<file path="config.mk">
export PLATFORM = sky130hd
export DESIGN_NAME = token_move_animator
export DESIGN_NICKNAME = d
export VERILOG_FILES = /design/src/rtl/token_move_animator.sv
export SDC_FILE = /design/constraint.sdc
export NUM_CORES = 1
export LEC_CHECK = 0
export ABC_AREA = 1
export CAP_MARGIN = 40
export CORE_MARGIN = 5
export CORE_UTILIZATION = 45
export DETAILED_ROUTE_END_ITERATION = 10
export MAX_ROUTING_LAYER = met4
export PLACE_DENSITY = 0.69
export SLEW_MARGIN = 30
export SYNTH_ARGS = -nofsm -noshare
export SYNTH_HDL_FRONTEND = slang
export SYNTH_SLANG_ARGS = --single-unit
</file>
<file path="constraint.sdc">
create_clock -name clk -period 2.1 [get_ports clk]
set_clock_uncertainty 0.15 [all_clocks]
set_input_delay 0.315 -clock clk [delete_from_list [all_inputs] [get_ports clk]]
set_output_delay 0.315 -clock clk [all_outputs]
set_load 0.03 [all_outputs]
</file>
<file path="src/rtl/token_move_animator.sv">
// rtl/token_move_animator.sv - walks player tokens one square per step tick toward committed targets
module token_move_animator #(
  parameter int STEP_CYCLES = 25_000_000,
  parameter int MAX_POS     = 10
) (
  input  logic       clk,
  input  logic       reset_n,
  input  logic       pos_valid,
  input  logic [3:0] p1_pos,
  input  logic [3:0] p2_pos,
  output logic [3:0] p1_disp,
  output logic [3:0] p2_disp,
  output logic       moving,
  output logic       mover_id,
  output logic       step_pulse,
  output logic       turn_done
);

  localparam int CW = $clog2(STEP_CYCLES);
  localparam logic [CW-1:0] CNT_LAST = CW'(STEP_CYCLES - 1);
  localparam logic [3:0] MAX4 = 4'(MAX_POS);

  typedef enum logic [1:0] {
    S_IDLE = 2'd0,
    S_MOVE = 2'd1,
    S_DONE = 2'd2
  } state_t;

  state_t        state, state_n;
  logic [CW-1:0] cnt, cnt_n;
  logic          pos_valid_q;
  logic [3:0]    p1_n, p2_n;
  logic          mover_n, step_n, done_n;
  logic [3:0]    tgt1, tgt2;
  logic          diff1, diff2, trigger, tc;

  assign tgt1    = (p1_pos > MAX4) ? MAX4 : p1_pos;
  assign tgt2    = (p2_pos > MAX4) ? MAX4 : p2_pos;
  assign diff1   = (p1_disp != tgt1);
  assign diff2   = (p2_disp != tgt2);
  assign trigger = (pos_valid & ~pos_valid_q) | diff1 | diff2;
  assign tc      = (cnt == CNT_LAST);
  assign moving  = (state == S_MOVE);

  always_ff @(posedge clk or negedge reset_n) begin
    if (!reset_n) begin
      state       <= S_IDLE;
      cnt         <= '0;
      pos_valid_q <= 1'b0;
      p1_disp     <= 4'd0;
      p2_disp     <= 4'd0;
      mover_id    <= 1'b0;
      step_pulse  <= 1'b0;
      turn_done   <= 1'b0;
    end else begin
      state       <= state_n;
      cnt         <= cnt_n;
      pos_valid_q <= pos_valid;
      p1_disp     <= p1_n;
      p2_disp     <= p2_n;
      mover_id    <= mover_n;
      step_pulse  <= step_n;
      turn_done   <= done_n;
    end
  end

  // Displays only ever step toward a clamped target, so they stay within 0..MAX_POS.
  always_comb begin
    state_n = state;
    cnt_n   = cnt;
    p1_n    = p1_disp;
    p2_n    = p2_disp;
    mover_n = mover_id;
    step_n  = 1'b0;
    done_n  = 1'b0;
    case (state)
      S_IDLE: begin
        if (trigger) begin
          state_n = S_MOVE;
          cnt_n   = '0;
          if (diff1) begin
            mover_n = 1'b0;
          end else if (diff2) begin
            mover_n = 1'b1;
          end
        end
      end
      S_MOVE: begin
        if (tc) begin
          cnt_n = '0;
          if (diff1) begin
            mover_n = 1'b0;
            step_n  = 1'b1;
            p1_n    = (p1_disp < tgt1) ? p1_disp + 4'd1 : p1_disp - 4'd1;
          end else if (diff2) begin
            mover_n = 1'b1;
            step_n  = 1'b1;
            p2_n    = (p2_disp < tgt2) ? p2_disp + 4'd1 : p2_disp - 4'd1;
          end else begin
            state_n = S_DONE;
          end
        end else begin
          cnt_n = cnt + CW'(1);
        end
      end
      S_DONE: begin
        done_n  = 1'b1;
        state_n = S_IDLE;
      end
      default: state_n = S_IDLE;
    endcase
  end

endmodule

</file>
==> impl_results.md, run 1 <==
* Fin. max-slew vios at 0
* DRT iter0 DRCs at 113
* Cell area after synthesis at 0.00281 mm^2
* Final wirelength at 7210 um
* Die Y at 89.0 um
* GRT overflow at 0
* Pwr dens at 508 mW/mm^2
* Clock root buffer: clkbuf_8
* Final Cell Area at 0.00368 mm^2
* Critical path class: flop to primary output
* Die area at 0.00793 mm^2
* GP Congestion at 0.879
* First-pass GRT wire length at 11500 um
* DRC violations left at 0
* Post-DP Area at 0.00335 mm^2
* DR vias at 2797
* Area Overhead vs Synth at 30.8%
* WL per Instance at 13.0 um
* Final worst setup slack at 63.9 ps
* Initial Utilization at 46.9%
* TritonRoute pass-1 iters at 4
* Worst VDD drop at 467 uV
* # IOs at 23
* RSZ-0062 raised after global routing: yes
* Hold Path Class: flop to flop
* FP Rows at 28
* DP Worst Slack at -623 ps
* Inserted Clock Buffers at 5
* CTS Sinks at 39
* Syn. warnings at 0
* CTS tree: yes
* Top_reg_cell synth: dfrtp_1
* Worst-path fanout max at 2
* Share of layout cells above drive strength 1 at 24.0%
* Most instantiated library cell after synthesis: nand2_1
* Clk_lat worst skew at 290 ps
* Core ar. at 0.00599 mm^2
* Number of synthesized flops with an enable pin at 0
* Syn_area_per_cell at 6.69 um^2
* Final Net Count at 505
* CP Capture Type: primary output
* CP Cell Sequence: inv_1 -> nand2_2 -> clkinv_1 -> clkdlybuf4s50_1
* Tmin final at 2040 ps
* Max frequency at 0.491 GHz
* Sequential area share after synthesis at 34.7%
* Diode count at 0
* Outcome: finished clean
* DRT antenna net count at 0
* Area fraction of the dominant cell type after synthesis at 34.7%
* Final Hold Fails at 0
* Tcrit/Tclk final at 97.0%
* Die Wd at 89.0 um
* Critical Path Max Stage Delay at 670 ps
* Setup crit start kind: flop
* Fill cell count at 550
* Vias in the first global route at 2582
* Area contributors post-synth: dfrtp_1 35%, nand2_1 19%, nand3_1 7.7%
* Worst-path clk slew at 80 ps
* Relative slew slack at 66.6%
* Slew of the pin with the lowest slew margin at 500 ps
* Leakage at 0.00171 uW
* Detailed Place HPWL at 5230 um
* Initial antenna violation count at 0
* Post-synth top area cell: dfrtp_1
* #FFs+latches synth at 39
* Htree depth at 2
* Post-Syn Instances at 420
* Port bufs at 22
* Arr. time, crit path at 1570 ps
* Total power at 1870 uW
* Top cells by count, synth: 143 x nand2_1, 54 x inv_1, 46 x nor2_1
* FFs w/ async S/R, synth at 100%
* GRT Resource Usage Total at 19.2%
* Largest net degree at the start of global routing at 40
* Final setup viols at 0
* CP max stage cell: clkdlybuf4s50_1
* Max Cap Violations at 0
* WP data required at 1630 ps
* Clk buf depth at 2
* Multi-input logic area at 0.00181 mm^2
* Post-synth net total at 446
* Post-synth cell types at 27
* Reg area at 986 um^2
* Vias per std cell at 5.04
-- placed cells by master (no fill, tap or decap), types with 5 or more instances in the layout --
master,n
buf_4,30
clkbuf_2,5
o21ai_1,11
ha_4,10
dfrtp_1,31
nand2_2,15
clkbuf_8,6
nand2_1,132
dfrtp_2,8
clkdlybuf4s50_1,13
nor2_1,40
nor2_2,17
nand4_1,15
xor2_1,6
nand3_1,43
inv_1,50
-- where the power goes --
part | internal, uW | switching, uW | leakage, uW | total, uW
Sequential | 809 | 85.8 | 0.000513 | 895
Clock | 385 | 274 | 0.0000612 | 659
Combinational | 131 | 182 | 0.00114 | 313
Total | 1330 | 542 | 0.00171 | 1870
-- critical path, delay by kind of cell (launching register included) --
family                 cells  cell delay (ps)
buffers and inverters      3              830
DFF                        1              380
and+or+nand+nor            1               60
-- registers in the layout (all words and copies together), names as in the netlist --
signal / flops
state: 2
cnt: 25
mover_id: 1
turn_done: 1
step_pulse: 1
p1_disp: 4
p2_disp: 4
pos_valid_q: 1
-- logic make-up after synthesis --
group | share of synthesized area [%]
fa+ha+maj | 7.21
xor+xnor | 2.18
simple gates | 43.1
flops | 34.7
buf+inv | 8.23
compound gates | 4.54
-- what timing repair did --
action | 4_1_cts | 5_1_grt
pin swaps | 13 | 34
setup buffers | 2 | 2
endpoints found under the hold margin | 39 | 0
gates resized for setup | 30 | 36
cloned | 0 | 0
endpoints found under the setup margin | 27 | 18
hold buffers | 1 | 0
-- metal layers --
layer  up-vias  GRT usage [%]  wire length, um  share of wire (%)
li1       1459              -                -                  -
met5         -              -                0                  0
met4         0           5.28               54               0.75
met3         5           2.86              348                4.8
met1      1265           24.2             3330                 46
met2        68           32.1             3480                 48
-- metrics by stage --
stage	cells	utilization (%)	hold WS (ps)	setup TNS, ps
floorplan	420	-	-131	0
detailed placement	542	55.9	258	-12920
CTS	553	59.4	317	-6.36
finish	555	61.4	313	0
global placement	542	55.9	258	-11550
global route	555	61.4	340	-204
-- layout make-up --
class                           instances  share of cell area (%)
Clock buffer                            6                    2.25
Sequential cell                        39                    26.8
Clock inverter                          2                   0.953
Multi-Input combinational cell        321                    49.3
Inverter                               57                    5.89
Tap cell                               75                    2.55
Timing Repair Buffer                   55                    12.2
-- worst paths after layout --
path	start	slack (ps)	endpoint	cells after the start
setup / recovery	state[1]	60	moving	4
hold / removal	state[0]	310	turn_done	1
setup reg to reg	p1_disp[3]	90	p1_disp[3]	11
hold reg to reg	state[0]	310	turn_done	1
max in group asynchronous	reset_n	960	p2_disp[0]	3
min in group asynchronous	reset_n	440	cnt[19]	3
Power figures use the tool's default switching activity.
==> inputs of run 2 (changes only) <==
--- a/config.mk
+++ b/config.mk
@@ -8,10 +8,11 @@
 export ABC_AREA = 1
 export CAP_MARGIN = 40
 export CORE_MARGIN = 5
-export CORE_UTILIZATION = 45
+export CORE_UTILIZATION = 30
+export CTS_CLUSTER_SIZE = 40
 export DETAILED_ROUTE_END_ITERATION = 10
 export MAX_ROUTING_LAYER = met4
-export PLACE_DENSITY = 0.69
+export PLACE_DENSITY = 0.49
 export SLEW_MARGIN = 30
 export SYNTH_ARGS = -nofsm -noshare
 export SYNTH_HDL_FRONTEND = slang
==> constraint.sdc (replaced) <==
create_clock -name clk -period 2.6 [get_ports clk]
set_clock_uncertainty 0.15 [all_clocks]
set_input_delay 0.39 -clock clk [delete_from_list [all_inputs] [get_ports clk]]
set_output_delay 0.39 -clock clk [all_outputs]
set_load 0.03 [all_outputs]
==> impl_results.md, run 2 (synthesized netlist as in run 1, its figures left out) <==
* Total power at 1490 uW (was 1870 uW)
* Final setup TNS at 0 ps (unchanged)
* Relative slew slack at 67.1% (was 66.6%)
* Buf/Inv on CP at 2 (was 3)
* Htree depth at 2 (unchanged)
* Commonest cells after routing, fill and taps aside: 141 x nand2_1, 54 x inv_1, 46 x nor2_1 (was 132 x nand2_1, 50 x inv_1, 43 x nand3_1)
* Detailed Place HPWL at 5580 um (was 5230 um)
* Worst-path clk slew at 90 ps (was 80 ps)
* Clk_lat worst skew at 300 ps (was 290 ps)
* Max reg flops at 25 (unchanged)
* Tmin final at 2430 ps
* Top delay family on crit path: adder cells (was buffers and inverters)
* Initial Utilization at 30.6% (was 46.9%)
* Final wirelength at 7260 um (was 7210 um)
* Diode count at 0 (unchanged)
* GP Congestion at 0.847 (was 0.879)
* GRT Resource Usage Total at 14.0% (was 19.2%)
* Reg area at 976 um^2 (was 986 um^2)
* Clock root buffer: clkbuf_8 (unchanged)
* Worst VDD drop at 198 uV (was 467 uV)
* Hold Path Class: flop to flop (unchanged)
* Port bufs at 22 (unchanged)
* Die area at 0.0114 mm^2 (was 0.00793 mm^2)
* Die Y at 107 um (was 89.0 um)
* CTS Sinks at 39 (unchanged)
* Fill cell count at 991 (was 550)
* Share of layout cells above drive strength 1 at 12.6% (was 24.0%)
* CTS tree: yes (unchanged)
* Max Cap Violations at 0 (unchanged)
* Slew of the pin with the lowest slew margin at 493 ps (was 500 ps)
* First-pass GRT wire length at 12800 um (was 11500 um)
* Vias in the first global route at 2698 (was 2582)
* Inserted Clock Buffers at 5 (unchanged)
* Core ar. at 0.00920 mm^2 (was 0.00599 mm^2)
* Area Overhead vs Synth at 23.5% (was 30.8%)
* Clk buf depth at 2 (unchanged)
* Final Net Count at 494 (was 505)
* FP Rows at 35 (was 28)
* WL per Instance at 12.5 um (was 13.0 um)
* Initial antenna violation count at 0 (unchanged)
* Multi-input logic area at 0.00163 mm^2 (was 0.00181 mm^2)
* Largest reg by FF count: cnt (unchanged)
* DRT antenna net count at 0 (unchanged)
* Final Hold Fails at 0 (unchanged)
* Met2 Usage GRT at 22.0% (was 32.1%)
* Largest regs: cnt x25, p1_disp x4, p2_disp x4 (unchanged)
* Die Wd at 107 um (was 89.0 um)
* CP Cell Sequence: clkdlybuf4s50_1 -> a21oi_1 -> nor2_1 -> nor2_1 -> ha_1 -> nand2_1 -> nand2_1 -> nand2_1 -> nand2_2 -> buf_4 -> fa_1 -> xor2_1 -> nand2_1 -> nand2_1 (was inv_1 -> nand2_2 -> clkinv_1 -> clkdlybuf4s50_1)
* Commonest non-fill, non-tap cell in the layout: nand2_1 (unchanged)
* # IOs at 23 (unchanged)
* Critical Path Max Stage Delay at 480 ps (was 670 ps)
* Most Crowded Layer GR: met2 (unchanged)
* DR vias at 2682 (was 2797)
* CP max stage cell: clkdlybuf4s50_1 (unchanged)
* Critical path class: input port to flop (was flop to primary output)
* Worst-path fanout max at 4 (was 2)
* Met1 Track Usage GR at 18.8% (was 24.2%)
* Largest net degree at the start of global routing at 28 (was 40)
* Tcrit/Tclk final at 93.6%
* WP data required at 2650 ps (was 1630 ps)
* Final setup viols at 0 (unchanged)
* Total setup buffers inserted after CTS at 0 (was 2)
* Outcome: finished clean (unchanged)
* Arr. time, crit path at 2480 ps (was 1570 ps)
* Pwr dens at 429 mW/mm^2 (was 508 mW/mm^2)
* CP dominant cell by count: nand2_1
* GRT overflow at 0 (unchanged)
* Setup crit start kind: input port (was flop)
* TritonRoute pass-1 iters at 4 (unchanged)
* DRC violations left at 0 (unchanged)
* Max frequency at 0.411 GHz
* CP Capture Type: flop (was primary output)
* Leakage at 0.00167 uW (was 0.00171 uW)
* RSZ-0062 raised after global routing: yes (unchanged)
* Met3 usage at 2.53% (was 2.86%)
* Final hold slack at 326 ps (was 313 ps)
* Vias per std cell at 4.62 (was 5.04)
* Fin. max-slew vios at 0 (unchanged)
* DRT iter0 DRCs at 123 (was 113)
run 2: cell types whose count changed in the layout (fill, tap and decap cells not counted), moves of 5 or more:
cell,change
dfrtp_1,+8
nand2_1,+9
clkdlybuf4s50_1,+8
ha_4,-8
clkbuf_2,-5
nand2_2,-7
dfrtp_2,-8
nor2_1,+6
buf_4,-10
ha_1,+8
run 2: per-layer routing:
layer  up-vias  wire, um
met3         8       347
met5         -         0
li1       1429         -
met2        46      3170
met1      1199      3660
met4         0        85
run 2: worst register-to-register path: cells and delay by family, from the launching register on:
kind                     cells  cell delay [ps]
AND/OR/NAND/NOR              3              230
AO/OA/AOI/OAI                1              230
XOR/XNOR                     1              170
flip-flops                   1              440
adder cells (fa/ha/maj)      2              670
buffers and inverters        1              150
run 2: final cells by class:
| cell class | count | share of cell area (%) |
|---|---|---|
| clock inverter | 3 | 1.26 |
| clock buffer | 5 | 1.98 |
| inverter | 57 | 6.16 |
| multi-input combinational | 321 | 47.1 |
| tap | 111 | 4.00 |
| sequential | 39 | 28.1 |
| timing repair buffer | 44 | 11.4 |
run 2: path summary, 6_finish.rpt:
path	start	cells after the start	slack [ps]	endpoint
worst max-delay path	p2_pos[0]	14	170	p2_disp[2]
worst min-delay path	state[0]	1	330	turn_done
worst max register to register	p2_disp[3]	8	460	p2_disp[2]
worst min register to register	state[0]	1	330	turn_done
max in group asynchronous	reset_n	3	1250	cnt[15]
min in group asynchronous	reset_n	2	350	cnt[0]
run 2: through the flow:
stage | setup WS [ps] | cell area (um^2) | utilization [%] | cells
4_1_cts | 120 | 3440 | 37.4 | 580
3_3_place_gp | -117 | 3320 | 36.1 | 571
5_1_grt | -14.9 | 3470 | 37.7 | 580
2_1_floorplan | 414 | 2810 | - | 420
3_5_place_dp | -191 | 3320 | 36.1 | 571
6_report | 166 | 3470 | 37.7 | 580
run 2: power breakdown:
group | switching (uW) | leakage (uW) | internal [uW] | total, uW
clock network | 242 | 0.0000581 | 286 | 529
logic | 135 | 0.00108 | 100 | 236
registers | 70.2 | 0.000526 | 653 | 724
total | 448 | 0.00167 | 1040 | 1490
run 2: repair_timing:
item / in CTS / in global routing
endpoints found under the setup margin: 0 / 2
hold buffers: 1 / 0
hold endpoints to repair: 12 / 0
gates resized for setup: 0 / 4
==> inputs of run 3 (changes only) <==
--- a/config.mk
+++ b/config.mk
@@ -13,6 +13,7 @@
 export DETAILED_ROUTE_END_ITERATION = 10
 export MAX_ROUTING_LAYER = met4
 export PLACE_DENSITY = 0.49
+export SKIP_CTS_REPAIR_TIMING = 1
 export SLEW_MARGIN = 30
 export SYNTH_ARGS = -nofsm -noshare
 export SYNTH_HDL_FRONTEND = slang
==> results of run 3 <==
Final layout, timing and power as in run 2 (identical DEF).
Among the figures that moved: via count of the first global-routing pass 2698 -> 2704
